**src/rtl/dmem_responder.sv**
```systemverilog
// Purpose : data-memory responder; posted write buffer drained into a word array, cleared after reset.
// Latency : reads are combinational (same cycle); stores land in the array on a later non-read cycle.
// Backpressure: none toward the pipeline; a store arriving with a full buffer and no drain is dropped (sticky wbuf_overflow).
//
// Ports:
//   clk, rst                 clock, asynchronous active-low reset
//   mem_access_addr          word address, only [ADDR_BITS-1:0] used
//   mem_write_data/_en       store request
//   mem_read_en              load request, ignored when mem_write_en=1
//   mem_read_data            combinational load data (buffer forward, else array, 0 during init)
//   init_busy                array clear in progress
//   wbuf_full/_count         write-buffer occupancy
//   wbuf_overflow            sticky dropped-store flag
module dmem_responder #(
   parameter int ADDR_BITS  = 8,
   parameter int DATA_WIDTH = 16,
   parameter int WBUF_DEPTH = 4
) (
   input  logic                          clk,
   input  logic                          rst,
   input  logic [15:0]                   mem_access_addr,
   input  logic [DATA_WIDTH-1:0]         mem_write_data,
   input  logic                          mem_write_en,
   input  logic                          mem_read_en,
   output logic [DATA_WIDTH-1:0]         mem_read_data,
   output logic                          init_busy,
   output logic                          wbuf_full,
   output logic [$clog2(WBUF_DEPTH):0]   wbuf_count,
   output logic                          wbuf_overflow
);

   localparam int PTR_W = $clog2(WBUF_DEPTH);
   localparam int CNT_W = PTR_W + 1;
   localparam int DEPTH = 2 ** ADDR_BITS;

   typedef enum logic {ST_INIT, ST_RUN} state_t;

   state_t                 state_q, state_d;
   logic [ADDR_BITS-1:0]   clear_ptr_q, clear_ptr_d;
   logic                   init_busy_q, init_busy_d;
   logic [PTR_W-1:0]       head_q, head_d;
   logic [PTR_W-1:0]       tail_q, tail_d;
   logic [CNT_W-1:0]       count_q, count_d;
   logic                   overflow_q, overflow_d;

   // Buffer payload and array carry no reset: validity is tracked by head/count,
   // and the array is explicitly cleared by the init sequence.
   logic [ADDR_BITS-1:0]   wb_addr_q [WBUF_DEPTH];
   logic [DATA_WIDTH-1:0]  wb_data_q [WBUF_DEPTH];
   logic [DATA_WIDTH-1:0]  mem_q     [DEPTH];

   logic [ADDR_BITS-1:0]   addr;
   logic                   is_read;
   logic                   full;
   logic                   drain;
   logic                   enq;
   logic                   drop;
   logic                   arr_we;
   logic [ADDR_BITS-1:0]   arr_waddr;
   logic [DATA_WIDTH-1:0]  arr_wdata;
   logic [PTR_W-1:0]       fwd_idx;
   logic [DATA_WIDTH-1:0]  rdata;

   // Upper address bits are deliberately ignored.
   logic unused_addr_bits;
   assign unused_addr_bits = ^mem_access_addr[15:ADDR_BITS];

   assign addr    = mem_access_addr[ADDR_BITS-1:0];
   assign is_read = mem_read_en & ~mem_write_en;
   assign full    = (count_q == CNT_W'(WBUF_DEPTH));
   // Array port is busy with the read on load cycles, and with clearing during init.
   assign drain   = (state_q == ST_RUN) && (count_q != '0) && !is_read;
   // A full buffer still accepts a store when the head leaves in the same cycle.
   assign enq     = mem_write_en && (!full || drain);
   assign drop    = mem_write_en && full && !drain;

   always_comb begin
      state_d     = state_q;
      clear_ptr_d = clear_ptr_q;
      head_d      = head_q;
      tail_d      = tail_q;
      count_d     = count_q;
      overflow_d  = overflow_q | drop;
      arr_we      = 1'b0;
      arr_waddr   = wb_addr_q[head_q];
      arr_wdata   = wb_data_q[head_q];

      if (state_q == ST_INIT) begin
         arr_we      = 1'b1;
         arr_waddr   = clear_ptr_q;
         arr_wdata   = '0;
         clear_ptr_d = clear_ptr_q + 1'b1;
         if (clear_ptr_q == '1) begin
            state_d = ST_RUN;
         end
      end else begin
         arr_we = drain;
      end

      if (drain) begin
         head_d = head_q + 1'b1;
      end
      if (enq) begin
         tail_d = tail_q + 1'b1;
      end
      case ({enq, drain})
         2'b10:   count_d = count_q + 1'b1;
         2'b01:   count_d = count_q - 1'b1;
         default: count_d = count_q;
      endcase

      init_busy_d = (state_d == ST_INIT);
   end

   always_ff @(posedge clk or negedge rst) begin
      if (!rst) begin
         state_q     <= ST_INIT;
         clear_ptr_q <= '0;
         init_busy_q <= 1'b1;
         head_q      <= '0;
         tail_q      <= '0;
         count_q     <= '0;
         overflow_q  <= 1'b0;
      end else begin
         state_q     <= state_d;
         clear_ptr_q <= clear_ptr_d;
         init_busy_q <= init_busy_d;
         head_q      <= head_d;
         tail_q      <= tail_d;
         count_q     <= count_d;
         overflow_q  <= overflow_d;
      end
   end

   always_ff @(posedge clk) begin
      if (enq) begin
         wb_addr_q[tail_q] <= addr;
         wb_data_q[tail_q] <= mem_write_data;
      end
   end

   always_ff @(posedge clk) begin
      if (arr_we) begin
         mem_q[arr_waddr] <= arr_wdata;
      end
   end

   // Walk valid entries oldest to newest so the newest match wins.
   always_comb begin
      rdata   = (state_q == ST_RUN) ? mem_q[addr] : '0;
      fwd_idx = '0;
      for (int i = 0; i < WBUF_DEPTH; i++) begin
         fwd_idx = head_q + PTR_W'(i);
         if ((CNT_W'(i) < count_q) && (wb_addr_q[fwd_idx] == addr)) begin
            rdata = wb_data_q[fwd_idx];
         end
      end
   end

   assign mem_read_data = rdata;
   assign init_busy     = init_busy_q;
   assign wbuf_full     = full;
   assign wbuf_count    = count_q;
   assign wbuf_overflow = overflow_q;

endmodule

```
**config.mk**
```make
export PLATFORM = sky130hd
export DESIGN_NAME = dmem_responder
export DESIGN_NICKNAME = d
export VERILOG_FILES = /design/src/rtl/dmem_responder.sv
export SDC_FILE = /design/constraint.sdc
export NUM_CORES = 2
export LEC_CHECK = 0
export CAP_MARGIN = 0
export CORE_ASPECT_RATIO = 1.5
export CORE_MARGIN = 2
export CORE_UTILIZATION = 43
export CTS_BUF_LIST = sky130_fd_sc_hd__clkbuf_4 sky130_fd_sc_hd__clkbuf_8 sky130_fd_sc_hd__clkbuf_16
export CTS_CLUSTER_SIZE = 30
export DETAILED_ROUTE_END_ITERATION = 8
export PLACE_DENSITY = 0.69
export SLEW_MARGIN = 10
export SYNTH_ARGS = -nofsm -noshare
export SYNTH_HDL_FRONTEND = slang
export SYNTH_MEMORY_MAX_BITS = 65536
export SYNTH_SLANG_ARGS = --single-unit
```
**constraint.sdc**
```tcl
create_clock -name clk -period 18.8 [get_ports clk]
set_input_delay 1.88 -clock clk [delete_from_list [all_inputs] [get_ports clk]]
set_output_delay 1.88 -clock clk [all_outputs]
set_load 0.03 [all_outputs]
```
# Yosys cells after proc, flatten, opt, wreduce, memory -nomap -nowiden
# Memory sizes are Yosys's and may differ from the RTL's.
# Cells that the tools add are included.
[totals]
reg_bits = 18
word_cells = 63
output_inout_bits = 22
ramBits = 4192
inputBits = 36
mem_count = 3
[memory_table]
columns = ["name", "words", "width", "read_ports", "rd_ports_with_merged_regs", "write_ports", "line", "source"]
rows = [
  ["mem_q", 256, 16, 1, 0, 1, "50", "logic [DATA_WIDTH-1:0] mem_q [DEPTH];"],
  ["wb_data_q", 4, 16, 4, 0, 1, "49", "logic [DATA_WIDTH-1:0] wb_data_q [WBUF_DEPTH];"],
  ["wb_addr_q", 4, 8, 4, 0, 1, "48", "logic [ADDR_BITS-1:0] wb_addr_q [WBUF_DEPTH];"],
]
[op_classes]
eq_ne = 8
addsub = 7
n_lt_le_gt_ge = 4
bitwise = 4
mux = 15
reduce_logical = 15
[op_table]
columns = ["cell", "n"]
rows = [
  ["2-to-1 mux 16 bit", 6],
  ["== test 8 bit", 4],
  ["logical AND 1 bit", 9],
  ["adder 8 x 1 -> 8 bit (second input constant)", 1],
  ["== test 8 bit (second input constant)", 1],
  ["2-to-1 mux 8 bit", 1],
  ["2-to-1 mux 1 bit", 7],
  ["< comparator 1 x 3 -> 1 bit (first input constant)", 2],
  ["< comparator 2 x 3 -> 1 bit (first input constant)", 2],
  ["one-hot mux 3 bit (2 select lines)", 1],
  ["adder 2 x 1 -> 2 bit (second input constant)", 2],
  ["adder 2 bit (second input constant)", 2],
  ["adder 3 x 1 -> 3 bit (second input constant)", 1],
  ["== test 3 bit (second input constant)", 1],
  ["logical NOT 1 bit", 3],
  ["nonzero test 3 bit", 1],
  ["subtractor 3 x 1 -> 3 bit (second input constant)", 1],
  ["== test 2 x 1 -> 1 bit (second input constant)", 1],
  ["== test 2 bit (second input constant)", 1],
  ["NOT 1 bit", 2],
  ["nonzero test 2 bit", 1],
  ["AND 1 bit", 1],
  ["logical OR 1 bit", 1],
  ["bitwise OR 1 bit", 1],
]

# Logic depth before layout (Yosys ltp)
[depth]
ltp_word = 8
ltp_mapped = 15
depth_no_buf = 8

# Worst setup path before layout
# Ideal clock, no wire load.
[synth_path]
path_kind = "input port to output port"
startpoint = "input mem_access_addr[0]"
endpoint = "output mem_read_data[8]"
required_ns = 16.920
path_slack_ns = 12.062
t_arrival_ns = 4.858
stages = 13
path_buffers = 6
path_cell_list = "buf_2 buf_4 buf_4 buf_4 buf_4 buf_4 mux2i_1 o221ai_1 nand2_1 o21a_1 o311ai_0 o311ai_1 a221oi_1"
[synth_between]
elab_chain_cells = 6
elab_cells_between_ends = 14
cone_classes = "4 x eq/ne; 5 x mux; 4 x reduce/logical; 1 x memory"
[synth_lines]
columns = ["element", "line", "source"]
rows = [
  ["start, declared", "21", "input logic [15:0] mem_access_addr,"],
  ["memory (256 x 16 bit) or == test 8 bit (tied branches)", "--", ""],
  ["2-to-1 mux 16 bit or logical AND 1 bit (tied branches)", "150, 154", ""],
  ["2-to-1 mux 16 bit (3 in series)", "154", "if ((CNT_W'(i) < count_q) && (wb_addr_q[fwd_idx] == addr)) begin"],
  ["2-to-1 mux 16 bit (*)", "154", ""],
  ["end, declared", "25", "output logic [DATA_WIDTH-1:0] mem_read_data,"],
]
# Mark *: on every way between the ends. The rest lies on a longest branch, timed or not.

# Worst setup path after layout
[layout_path]
startpoint = "input mem_access_addr[0]"
endpoint = "output mem_read_data[10]"
# Same word-level chain as after synthesis.

==> impl_metrics.yaml <==
status:
  status: "completed"
global_routing:
  use_met2: 0.388
  met3_usage: 0.0400
  grt_pass1_vias: 83000
  gr-max-usage-layer: "met2"
  grt.total_usage: 0.234
  grt_max_degree: 189
  grt.overflow.total: 0
  grt_pass1_wl_mm: 638
  antenna_found_initial: 25
  use_met1: 0.284
sta:
  rsz0062_at_grt: "false"
  finalCriticalPeriod_ns: 10.18
  finalMaxSlewViolations: 0
  timing.slew.headroom: 0.0641
  clock_skew_ns: 0.0838
  tns_ns: 0
  worstMarginPinSlew_ns: 1.40
  finalHoldViolCount: 0
  clock.fmax_ghz: 0.0983
  fin_crit_sh: 0.541
  setup_violations: 0
final_layout:
  flow.area_growth_from_synthesis_pct: 12.2
  fin_util: 0.485
  final_common_cell: "edfxtp_1"
  fillCellCount: 30000
  seq_area_mm2: 0.126
  final_nets: 7975
  final_cell_mix: "edfxtp_1, mux4_2, buf_4"
  multi_input_area_mm2: 0.0357
  drive_gt1_frac: 0.268
clock_network:
  cts_buffers: 350
  cts-hold-fix-buffers: 0
  htree_levels: 5
  path_clk_slew_ns: 0.07
  cts.sinks: 4210
  cts_setup_buffers: 0
  cts_resized: 0
  tritoncts: "done"
  clockBufferDepth: 4
  clk_latency_ns: 0.97
  cts_root_buffer: "clkbuf_16"
routing:
  routed_wl_mm: 457
  ant_nets: 0
  dr.pass1.iters: 7
  via_count: 83000
  wl_per_cell_um: 34.5
  detail_route.vias_per_cell: 6.26
  dr.first_iter.drc_count: 11700
  drt_drc_violations_left: 0
worst_setup_path:
  cp-start-kind: "input port"
  critPathKind: "input port to output pin"
  critPathSlowestCell: "o21ai_1"
  path_cells: "buf_16 -> buf_4 -> buf_12 -> buf_12 -> mux4_2 -> a22oi_1 -> a21oi_1 -> o21ai_1 -> o311ai_0 -> and3_1 -> a2111oi_2 -> a21oi_1 -> clkdlybuf4s50_1"
  end_kind: "output pin"
  crit_arrival_ns: 8.30
  required_ns: 16.92
  cp_slowest_stage_delay_ns: 0.93
  crit_fanout: 90
placed_design:
  portBuffers: 49
  routabilityCongestion: 0.908
  place_hpwl_mm: 274
synthesis:
  synth.area.top_cells: "edfxtp_1, mux4_2, mux2i_1, nor2_1, o22ai_1"
  synth_area_leader_cell: "edfxtp_1"
  syn_nets: 7635
  synth-edff-count: 4192
  synth_flop_cell: "edfxtp_1"
  syn_area_mm2: 0.164
  seq_area_frac_synth: 0.771
  synth_top_area_frac: 0.769
  async_reset_ff_frac: 0.00428
  synth_cell_type_count: 80
  postSynthCellCount: 7590
  postSynthAreaPerCell_um2: 21.6
  yosysWarnings: 0
  ys_ff_latch: 4210
floorplan:
  start_util: 0.432
  dieArea_mm2: 0.386
  fp-row-count: 277
  die_w_um: 508
  core_area_mm2: 0.379
  fp.dieH_um: 760
  ioPinCount: 58
power_and_ir_drop:
  pwr-share-seq: 0.555
  swShare: 0.209
  power_switching_mw: 3.85
  max-vdd-ir-drop_mv: 0.0727
  intPower_mw: 14.6
  clock_power_share: 0.407
  p_per_area_mw_per_mm2: 100
  power.leakage_nw: 63.2
  comb_power_share: 0.038
worst_hold_path:
  hold_class: "register to register"
job:
  cap_violations: 0
[path summary, 6_finish.rpt]
path                                     from           endpoint  slack, ns  depth (start not counted)
min in group asynchronous                 rst          head_q[1]       1.50                          1
min reg2reg                     wbuf_overflow      wbuf_overflow       0.47                          1
max in group asynchronous                 rst          head_q[0]      16.60                          1
max                        mem_access_addr[0]  mem_read_data[10]       8.62                         13
max reg2reg                         head_q[0]      mem_q[228][8]      12.77                         10
min                             wbuf_overflow      wbuf_overflow       0.47                          1
[through the flow]
stage / hold WS (ns) / cell area [um2] / setup slack [ns] / std cells / total power, mW
final: 0.471 / 184000 / 8.62 / 13300 / 18.5
after global routing: 0.506 / 184000 / 8.43 / 13200 / 18.8
after CTS: 0.479 / 184000 / 8.72 / 13200 / 18.5
after detailed placement: 0.463 / 172000 / 8.74 / 12600 / 11.1
after global placement: 0.448 / 172000 / 8.84 / 12600 / 11.1
after floorplan: 0.459 / 164000 / 12.06 / 7590 / 10.8
[layout make-up]
class / instances / area share
sequential: 4210 / 0.687
clock inverter: 215 / 0.0120
timing repair buffer: 445 / 0.0200
clock buffer: 419 / 0.0513
multi-input combinational: 2909 / 0.194
antenna: 24 / 0.000327
tap: 5022 / 0.0342
inverter: 14 / 0.000327
[state kept, by name, indices dropped and copies added (netlist names)]
signal	flops
init_busy	1
state_q	1
wb_addr_q	32
tail_q	2
clear_ptr_q	8
wbuf_count	3
wb_data_q	64
mem_q	4096
head_q	2
wbuf_overflow	1
[cell families (layout without fill, tap and decap cells)]
group,after synthesis,in the layout,synth area share
fa+ha+maj,9,9,0.000688
buf+inv,471,1093,0.0132
flops,4210,4210,0.771
mux,1328,1328,0.161
compound gates,638,638,0.0275
xor+xnor,44,44,0.00235
other cells,0,24,0
simple gates,890,890,0.0239
[synth_stat cells, drive strengths merged, types with 44 or more instances]
cell type,n
a21oi,95
a32oi,53
buf,229
clkbuf,228
edfxtp,4192
mux2i,247
mux4,1041
nand2,251
nand3,64
nor2,374
o21ai,44
o221ai,64
o22ai,162
[critical path, delay by kind of cell]
family,cells,cell delay (ns)
simple gates,1,0.39
buf+inv,5,2.82
mux,1,0.65
compound gates,6,2.26
[layer usage]
metal	part of all wire	vias up
met4	0.074	8
met1	0.34	44200
li1	-	32600
met3	0.094	1024
met5	0.00012	-
met2	0.50	5154
[power by group through the flow]
| stage | Sequential, mW | Combinational (mW) | Clock, mW |
|---|---|---|---|
| global placement | 10.4 | 0.689 | 0 |
| floorplan | 10.4 | 0.400 | 0 |
| finish | 10.2 | 0.702 | 7.51 |
| global route | 10.2 | 0.720 | 7.88 |
| detailed placement | 10.4 | 0.693 | 0 |
| CTS | 10.2 | 0.695 | 7.57 |
Note: power is estimated with default switching activity, not from simulation.
